**src/rtl/pipe_reg_if_id_if.sv**
```systemverilog
// Handshake bundle between the IF stage, the IF/ID skid buffer and the ID stage.
//   slave  : buffer side  (takes IF_* / flush / ID_ready, drives IF_ready / ID_* / count)
//   master : stage side   (drives IF_* / flush / ID_ready, observes the buffer outputs)
interface pipe_reg_if_id_if;
  logic [31:0] IF_pc_plus_4;
  logic [31:0] IF_inst;
  logic        IF_valid;
  logic        IF_ready;
  logic        flush;
  logic        ID_ready;
  logic        ID_valid;
  logic [31:0] ID_pc_plus_4;
  logic [31:0] ID_inst;
  logic [1:0]  count;

  modport slave (
    input  IF_pc_plus_4, IF_inst, IF_valid, flush, ID_ready,
    output IF_ready, ID_valid, ID_pc_plus_4, ID_inst, count
  );

  modport master (
    output IF_pc_plus_4, IF_inst, IF_valid, flush, ID_ready,
    input  IF_ready, ID_valid, ID_pc_plus_4, ID_inst, count
  );
endinterface

```
**src/rtl/pipe_reg_if_id.sv**
```systemverilog
// IF/ID pipeline register built as a 2-entry FIFO of {pc_plus_4, inst} records.
// Ports:
//   clock   - single rising-edge clock
//   resetn  - synchronous active-low reset (pointers and count only)
//   bus     - slave side of pipe_reg_if_id_if:
//             IF_valid/IF_ready/IF_pc_plus_4/IF_inst  fetch-side handshake
//             ID_valid/ID_ready/ID_pc_plus_4/ID_inst  decode-side handshake
//             flush                                   discard everything held and incoming
//             count                                   entries held (0..2)
// IF_ready depends only on registered state, so there is no combinational
// ready path from ID back to IF.
module pipe_reg_if_id #(
  parameter logic [31:0] NOP_INST = 32'h0000_0000
) (
  input logic                  clock,
  input logic                  resetn,
  pipe_reg_if_id_if.slave      bus
);

  logic [63:0] mem_q [2];
  logic        rptr_q, rptr_d;
  logic        wptr_q, wptr_d;
  logic [1:0]  count_q, count_d;

  logic        if_ready;
  logic        id_valid;
  logic        push;
  logic        pop;
  logic [63:0] head;

  assign if_ready = (count_q != 2'd2);
  assign id_valid = (count_q != 2'd0);
  assign push     = bus.IF_valid & if_ready;
  assign pop      = id_valid & bus.ID_ready;
  assign head     = mem_q[rptr_q];

  always_comb begin
    rptr_d  = rptr_q;
    wptr_d  = wptr_q;
    count_d = count_q;
    if (bus.flush) begin
      rptr_d  = 1'b0;
      wptr_d  = 1'b0;
      count_d = 2'd0;
    end else begin
      if (push) wptr_d = ~wptr_q;
      if (pop)  rptr_d = ~rptr_q;
      unique case ({push, pop})
        2'b10:   count_d = count_q + 2'd1;
        2'b01:   count_d = count_q - 2'd1;
        default: count_d = count_q;
      endcase
    end
  end

  always_ff @(posedge clock) begin
    if (!resetn) begin
      rptr_q  <= 1'b0;
      wptr_q  <= 1'b0;
      count_q <= 2'd0;
    end else begin
      rptr_q  <= rptr_d;
      wptr_q  <= wptr_d;
      count_q <= count_d;
    end
  end

  // Storage is not reset; the output mux below hides stale entries.
  always_ff @(posedge clock) begin
    if (push && !bus.flush) begin
      mem_q[wptr_q] <= {bus.IF_pc_plus_4, bus.IF_inst};
    end
  end

  assign bus.IF_ready     = if_ready;
  assign bus.ID_valid     = id_valid;
  assign bus.ID_pc_plus_4 = id_valid ? head[63:32] : 32'h0;
  assign bus.ID_inst      = id_valid ? head[31:0]  : NOP_INST;
  assign bus.count        = count_q;

endmodule

```
**src/flat_wrapper.sv**
```systemverilog
// flat-port wrapper written by rule: the top's interface ports become plain ports
module pipe_reg_if_id_flat 
#(
  parameter logic [31:0] NOP_INST = 32'h0000_0000
)
  (clock, resetn, bus_IF_pc_plus_4, bus_IF_inst, bus_IF_valid, bus_flush, bus_ID_ready, bus_IF_ready, bus_ID_valid, bus_ID_pc_plus_4, bus_ID_inst, bus_count);
  pipe_reg_if_id_if bus_i ();
  input logic clock;
  input logic resetn;
  input wire logic [$bits(bus_i.IF_pc_plus_4)-1:0] bus_IF_pc_plus_4;
  input wire logic [$bits(bus_i.IF_inst)-1:0] bus_IF_inst;
  input wire logic [$bits(bus_i.IF_valid)-1:0] bus_IF_valid;
  input wire logic [$bits(bus_i.flush)-1:0] bus_flush;
  input wire logic [$bits(bus_i.ID_ready)-1:0] bus_ID_ready;
  output wire logic [$bits(bus_i.IF_ready)-1:0] bus_IF_ready;
  output wire logic [$bits(bus_i.ID_valid)-1:0] bus_ID_valid;
  output wire logic [$bits(bus_i.ID_pc_plus_4)-1:0] bus_ID_pc_plus_4;
  output wire logic [$bits(bus_i.ID_inst)-1:0] bus_ID_inst;
  output wire logic [$bits(bus_i.count)-1:0] bus_count;
  assign bus_i.IF_pc_plus_4 = bus_IF_pc_plus_4;
  assign bus_i.IF_inst = bus_IF_inst;
  assign bus_i.IF_valid = bus_IF_valid;
  assign bus_i.flush = bus_flush;
  assign bus_i.ID_ready = bus_ID_ready;
  assign bus_IF_ready = bus_i.IF_ready;
  assign bus_ID_valid = bus_i.ID_valid;
  assign bus_ID_pc_plus_4 = bus_i.ID_pc_plus_4;
  assign bus_ID_inst = bus_i.ID_inst;
  assign bus_count = bus_i.count;
  pipe_reg_if_id #(.NOP_INST(NOP_INST)) u_core (.clock(clock), .resetn(resetn), .bus(bus_i));
endmodule
```
**config.mk**
```make
export PLATFORM = sky130hd
export DESIGN_NAME = pipe_reg_if_id_flat
export DESIGN_NICKNAME = d
export VERILOG_FILES = /design/src/rtl/pipe_reg_if_id_if.sv /design/src/rtl/pipe_reg_if_id.sv /design/src/flat_wrapper.sv
export SDC_FILE = /design/constraint.sdc
export NUM_CORES = 1
export LEC_CHECK = 0
export CORE_MARGIN = 2
export CORE_UTILIZATION = 43
export DETAILED_ROUTE_END_ITERATION = 6
export PLACE_DENSITY = 0.71
export REMOVE_ABC_BUFFERS = 1
export SLEW_MARGIN = 40
export SYNTH_ARGS = -nofsm -noshare
export SYNTH_HDL_FRONTEND = slang
export SYNTH_SLANG_ARGS = --single-unit
```
**constraint.sdc**
```tcl
create_clock -name clock -period 6.9 [get_ports clock]
set_input_delay 2.07 -clock clock [delete_from_list [all_inputs] [get_ports clock]]
set_output_delay 2.07 -clock clock [all_outputs]
set_load 0.1 [all_outputs]
```
# Yosys cells after proc, flatten, opt, wreduce, memory -nomap -nowiden

Memory sizes are Yosys's and may differ from the RTL's. A register that Yosys moved wholly into a read port is not among the register bits.
Index checks and enable logic that the tools add are counted.

Bits in registers: 4
Bits in writable memories: 128
Logic and storage cells: 26
Memories: 1

Add/sub/neg operators: 2
Equality and inequality tests: 3
Multiplexer cells: 7
Bitwise gates (word level): 5
Reductions and logical operators: 5

Memory list:

| name         | words | width | read ports | clocked after Yosys merged registers in | wr ports | line                 | source |
|---|---|---|---|---|---|---|---|
| u_core.mem_q | 2     | 64    | 1          | 1                                       | 1        | pipe_reg_if_id.sv:20 | `logic [63:0] mem_q [2];` |

Operators by type and width:

| kind                | number |
|---|---|
| $mux 32             | 2 |
| $mux 1              | 4 |
| $pmux 2 s2          | 1 |
| $reduce_bool 2->1   | 2 |
| $not 1->1           | 3 |
| $add 2x1->2 const B | 1 |
| $and 1x1->1         | 2 |
| $eq 2x1->1 const B  | 1 |
| $eq 2x2->1 const B  | 1 |
| $ne 2x2->1 const B  | 1 |
| $reduce_or 2->1     | 1 |
| $sub 2x1->2 const B | 1 |
| $logic_and 1x1->1   | 1 |
| $logic_not 1->1     | 1 |

# Longest topological paths before layout

Word-level depth: 5
Depth in mapped cells: 7
Depth with buffers taken out: 7

# Least setup slack after synthesis

No wires, ideal clock.

Kind: in2reg
Start: input bus_IF_valid
End: memory u_core.mem_q[1][0] (enable)
Setup time: 0.579 ns
Arrival time: 6.874 ns
Required time: 6.321 ns
Setup slack: -0.553 ns
Cell stages on the path: 2
Cells stage by stage: nand2_1 nor3b_1

Longest elaborated chain between the ends: 4

Ends and longest elaborated chain:

| what                         | line                 | source |
|---|---|---|
| from (decl)                  | flat_wrapper.sv:12   | `input wire logic [$bits(bus_i.IF_valid)-1:0] bus_IF_valid;` |
| $and 1x1->1                  | pipe_reg_if_id.sv:33 | `assign push = bus.IF_valid & if_ready;` |
| $logic_and 1x1->1            | pipe_reg_if_id.sv:70 | `if (push && !bus.flush) begin` |
| $mux 1                       | pipe_reg_if_id.sv:70 |  |
| $mux 1 (not written as such) | pipe_reg_if_id.sv:71 | `mem_q[wptr_q] <= {bus.IF_pc_plus_4, bus.IF_inst};` |
| to (decl)                    | pipe_reg_if_id.sv:20 |  |

Every way passes these cells.

# Final worst setup path

Start: register u_core.count_q[0] (netlist: u_core.bus.count[0])
End: output bus_ID_pc_plus_4[12]

Longest elaborated chain between the ends: 2

Ends and longest elaborated chain:

| what                   | line                 | source |
|---|---|---|
| from (decl)            | pipe_reg_if_id.sv:23 | `logic [1:0] count_q, count_d;` |
| from (signal assigned) | pipe_reg_if_id.sv:64 | `count_q <= count_d;` |
| $reduce_bool 2->1      | pipe_reg_if_id.sv:32 | `assign id_valid = (count_q != 2'd0);` |
| $mux 32                | pipe_reg_if_id.sv:77 | `assign bus.ID_pc_plus_4 = id_valid ? head[63:32] : 32'h0;` |
| to (decl)              | flat_wrapper.sv:17   | `output wire logic [$bits(bus_i.ID_pc_plus_4)-1:0] bus_ID_pc_plus_4;` |

Every way passes these cells.

==> reports/results.txt <==
First-pass GRT wire length: 14.42 mm
Critical Path RT: 4.83 ns
Detailed-route wire length per cell: 15.29 um
Via density per instance: 4.800
Area grow syn2layout: 35.48%
Yosys cell types: 19
Antenna Violating Nets Remaining: 0
#FFs+latches synth: 133
Dominant synthesized flop cell: edfxtp_1
# IOs: 137
Net count, final: 515
Mapped Area: 5044 sq um
Clk pin slew, worst setup/hold paths: 0.06 ns
Final worst-path cycle share: 0.6324
Core box area: 11420 sq um
HP Start: u_core.rptr_q$_SDFFE_PP0P_
Leak: 0.002450 uW
EDFF count, synth: 128
Asr flop ratio synth: 0
CP top delay family: buffers and inverters
WL final: 9.192 mm
Syn avg cell area: 16.87 sq um
Share of post-route cells with drive strength above 1: 0.2314
Relative slew slack: 0.4519
Critical Path Fanout Max: 40
Largest net degree at the start of global routing: 60
Area post-placement: 6243 sq um
Die Height: 112.3 um
Total power draw: 2087 uW
Status: complete, no violations
# fillers: 927
Min-Delay Path Class: register to register
Final setup violation count: 0
Worst Setup SP: u_core.bus.count[0]$_SDFFE_PP0P_
Post-route minimum period: 4.363 ns
Number of global-route vias before repair: 2979
Total GRT Usage: 0.1503
Cell area power density: 305.5 nW/um^2
Setup TNS: 0 ns
Congestion Overflow GR: 0
H-tree Lvls: 4
Fin util: 0.5984
Min Hold Slack: 0.5063 ns
Port-buffer cells: 136
CTS Buffer Depth: 2
Max-slew violations: 0
Post_cts resized: 0
Max Clock Freq: 229.2 MHz
Design area: 6833 sq um
Crit path largest cell delay: 0.52 ns
GP Congestion: 0.7152
Syn. warnings: 0
DIE AREA: 12610 sq um
Floorplan row count: 39
Post-Syn Instances: 299
Final hold vios: 0
Startpoint class of the critical path: register
TritonCTS Buffers: 17
Crit path kind: register to primary output
TritonCTS clock tree: done
Slowest CP cell: nor2_4
Postcts setup bufs: 0
WP buf/inv: 2
Clk_lat worst skew: 0.40 ns
Post-CTS Hold Fix Bufs: 0
CTS Sinks: 133
Clock Skew: 0.006575 ns
DRT iter0 DRCs: 214
R2r startpoint: u_core.bus.count[0]$_SDFFE_PP0P_
Remaining DRCs: 0
Least-Margin Pin Slew: 0.8221 ns
Via count: 2885
Sequential share of the synthesized area: 0.7819
CP Capture Type: primary output
DRT Pass-1 Iters: 4
Antenna diode count: 0
Chip width: 112.3 um
RSZ-0062 raised after global routing: false
Maximum vdd drop: 0.0001590 V
Initial Utilization: 0.4417
CTS root buffer: clkbuf_16
Max_cap viols: 0
Detail Placement HPWL: 5.967 mm
Initial antenna violation count: 0
Data arrival, critical path: 2.29 ns
CP cell instances: nor2_4, buf_4, nor2_1, buf_2
-- layout make-up --
type	count	area (sq um)	area share
inverter	4	15.01	0.002197
clock inverter	15	163.9	0.02399
tap	143	178.9	0.02619
sequential	133	3948	0.5777
clock buffer	17	425.4	0.06226
multi-input combinational	148	1018	0.1491
timing repair buffer	141	1084	0.1586
-- worst min-delay path, delay by kind of cell, from the launching register on --
kind / cells / cell delay (ns)
XOR/XNOR: 1 / 0.08
flip-flops: 1 / 0.32
AND/OR/NAND/NOR: 1 / 0.07
-- synth_stat cells (all sizes together), types with 2 or more instances --
| library cell | number | area [sq um] |
|---|---|---|
| a21oi | 2 | 10.01 |
| buf | 13 | 80.07 |
| dfxtp | 5 | 100.1 |
| edfxtp | 128 | 3844 |
| inv | 4 | 15.01 |
| mux2i | 64 | 640.6 |
| nor2 | 68 | 255.2 |
| o21ai | 3 | 15.01 |
| or3 | 2 | 12.51 |
| xor2 | 2 | 17.52 |
-- cell families after synthesis --
family,Yosys count,synth area share
flops,133,0.7819
fa+ha+maj,1,0.002480
compound gates,5,0.004961
mux,64,0.1270
simple gates,75,0.05879
buf+inv,18,0.01960
xor+xnor,3,0.005211
-- where the power goes --
part | internal, uW | total [uW] | switching [uW]
Combinational | 68.9 | 292 | 224
Clock | 562 | 874 | 312
Sequential | 913 | 921 | 8.02
-- per-layer routing --
| layer | part of all wire | routed length (um) | global-route usage |
|---|---|---|---|
| met5 | 0 | 0 | 0 |
| met4 | 0.012 | 114 | 0.06504 |
| met3 | 0.067 | 618 | 0.04914 |
| met2 | 0.51 | 4669 | 0.2482 |
| met1 | 0.41 | 3790 | 0.1821 |
-- path summary, 6_finish.rpt --
path	endpoint	slack (ns)	depth (start not counted)
worst min-delay path	register	0.51	2
worst max-delay path	bus_ID_pc_plus_4[12]	2.54	4
worst min register to register	register	0.51	2
worst max register to register	u_core.mem_q[1][34]$_DFFE_PP_	4.52	5
-- sequential cells by signal, indices dropped and copies added (netlist names), named ones only --
| signal | count |
|---|---|
| u_core.wptr_q | 1 |
| u_core.bus.count | 2 |
| u_core.rptr_q | 1 |
| u_core.mem_q | 128 |
-- stage by stage --
| step | instances | setup WS, ns |
|---|---|---|
| 2_1_floorplan | 285 | -0.5531 |
| 3_3_place_gp | 567 | 2.211 |
| 3_5_place_dp | 569 | 2.598 |
| 4_1_cts | 601 | 2.475 |
| 5_1_grt | 601 | 2.352 |
| 6_report | 601 | 2.537 |
-- cell usage in the layout, fill, tap and decap left out --
cell,netlist,final
nand2b_1,1,1
buf_2,7,68
nand2_1,1,1
clkdlybuf4s50_1,0,68
clkinv_1,0,3
nor2_4,0,1
nor3_2,0,1
clkinv_2,0,3
clkinvlp_4,0,4
mux2i_1,64,64
clkinv_4,0,2
xnor2_1,1,1
buf_4,6,3
inv_1,4,4
o21ai_0,3,3
ha_1,1,1
bufinv_16,0,3
edfxtp_1,128,128
nor3b_2,0,1
nor2b_1,1,1
xor2_1,2,2
clkbuf_16,0,17
or3_1,2,2
a21oi_1,2,2
buf_12,0,2
dfxtp_1,5,4
dfxtp_4,0,1
nor2_1,68,67
Note: power is estimated with default switching activity, not from simulation.
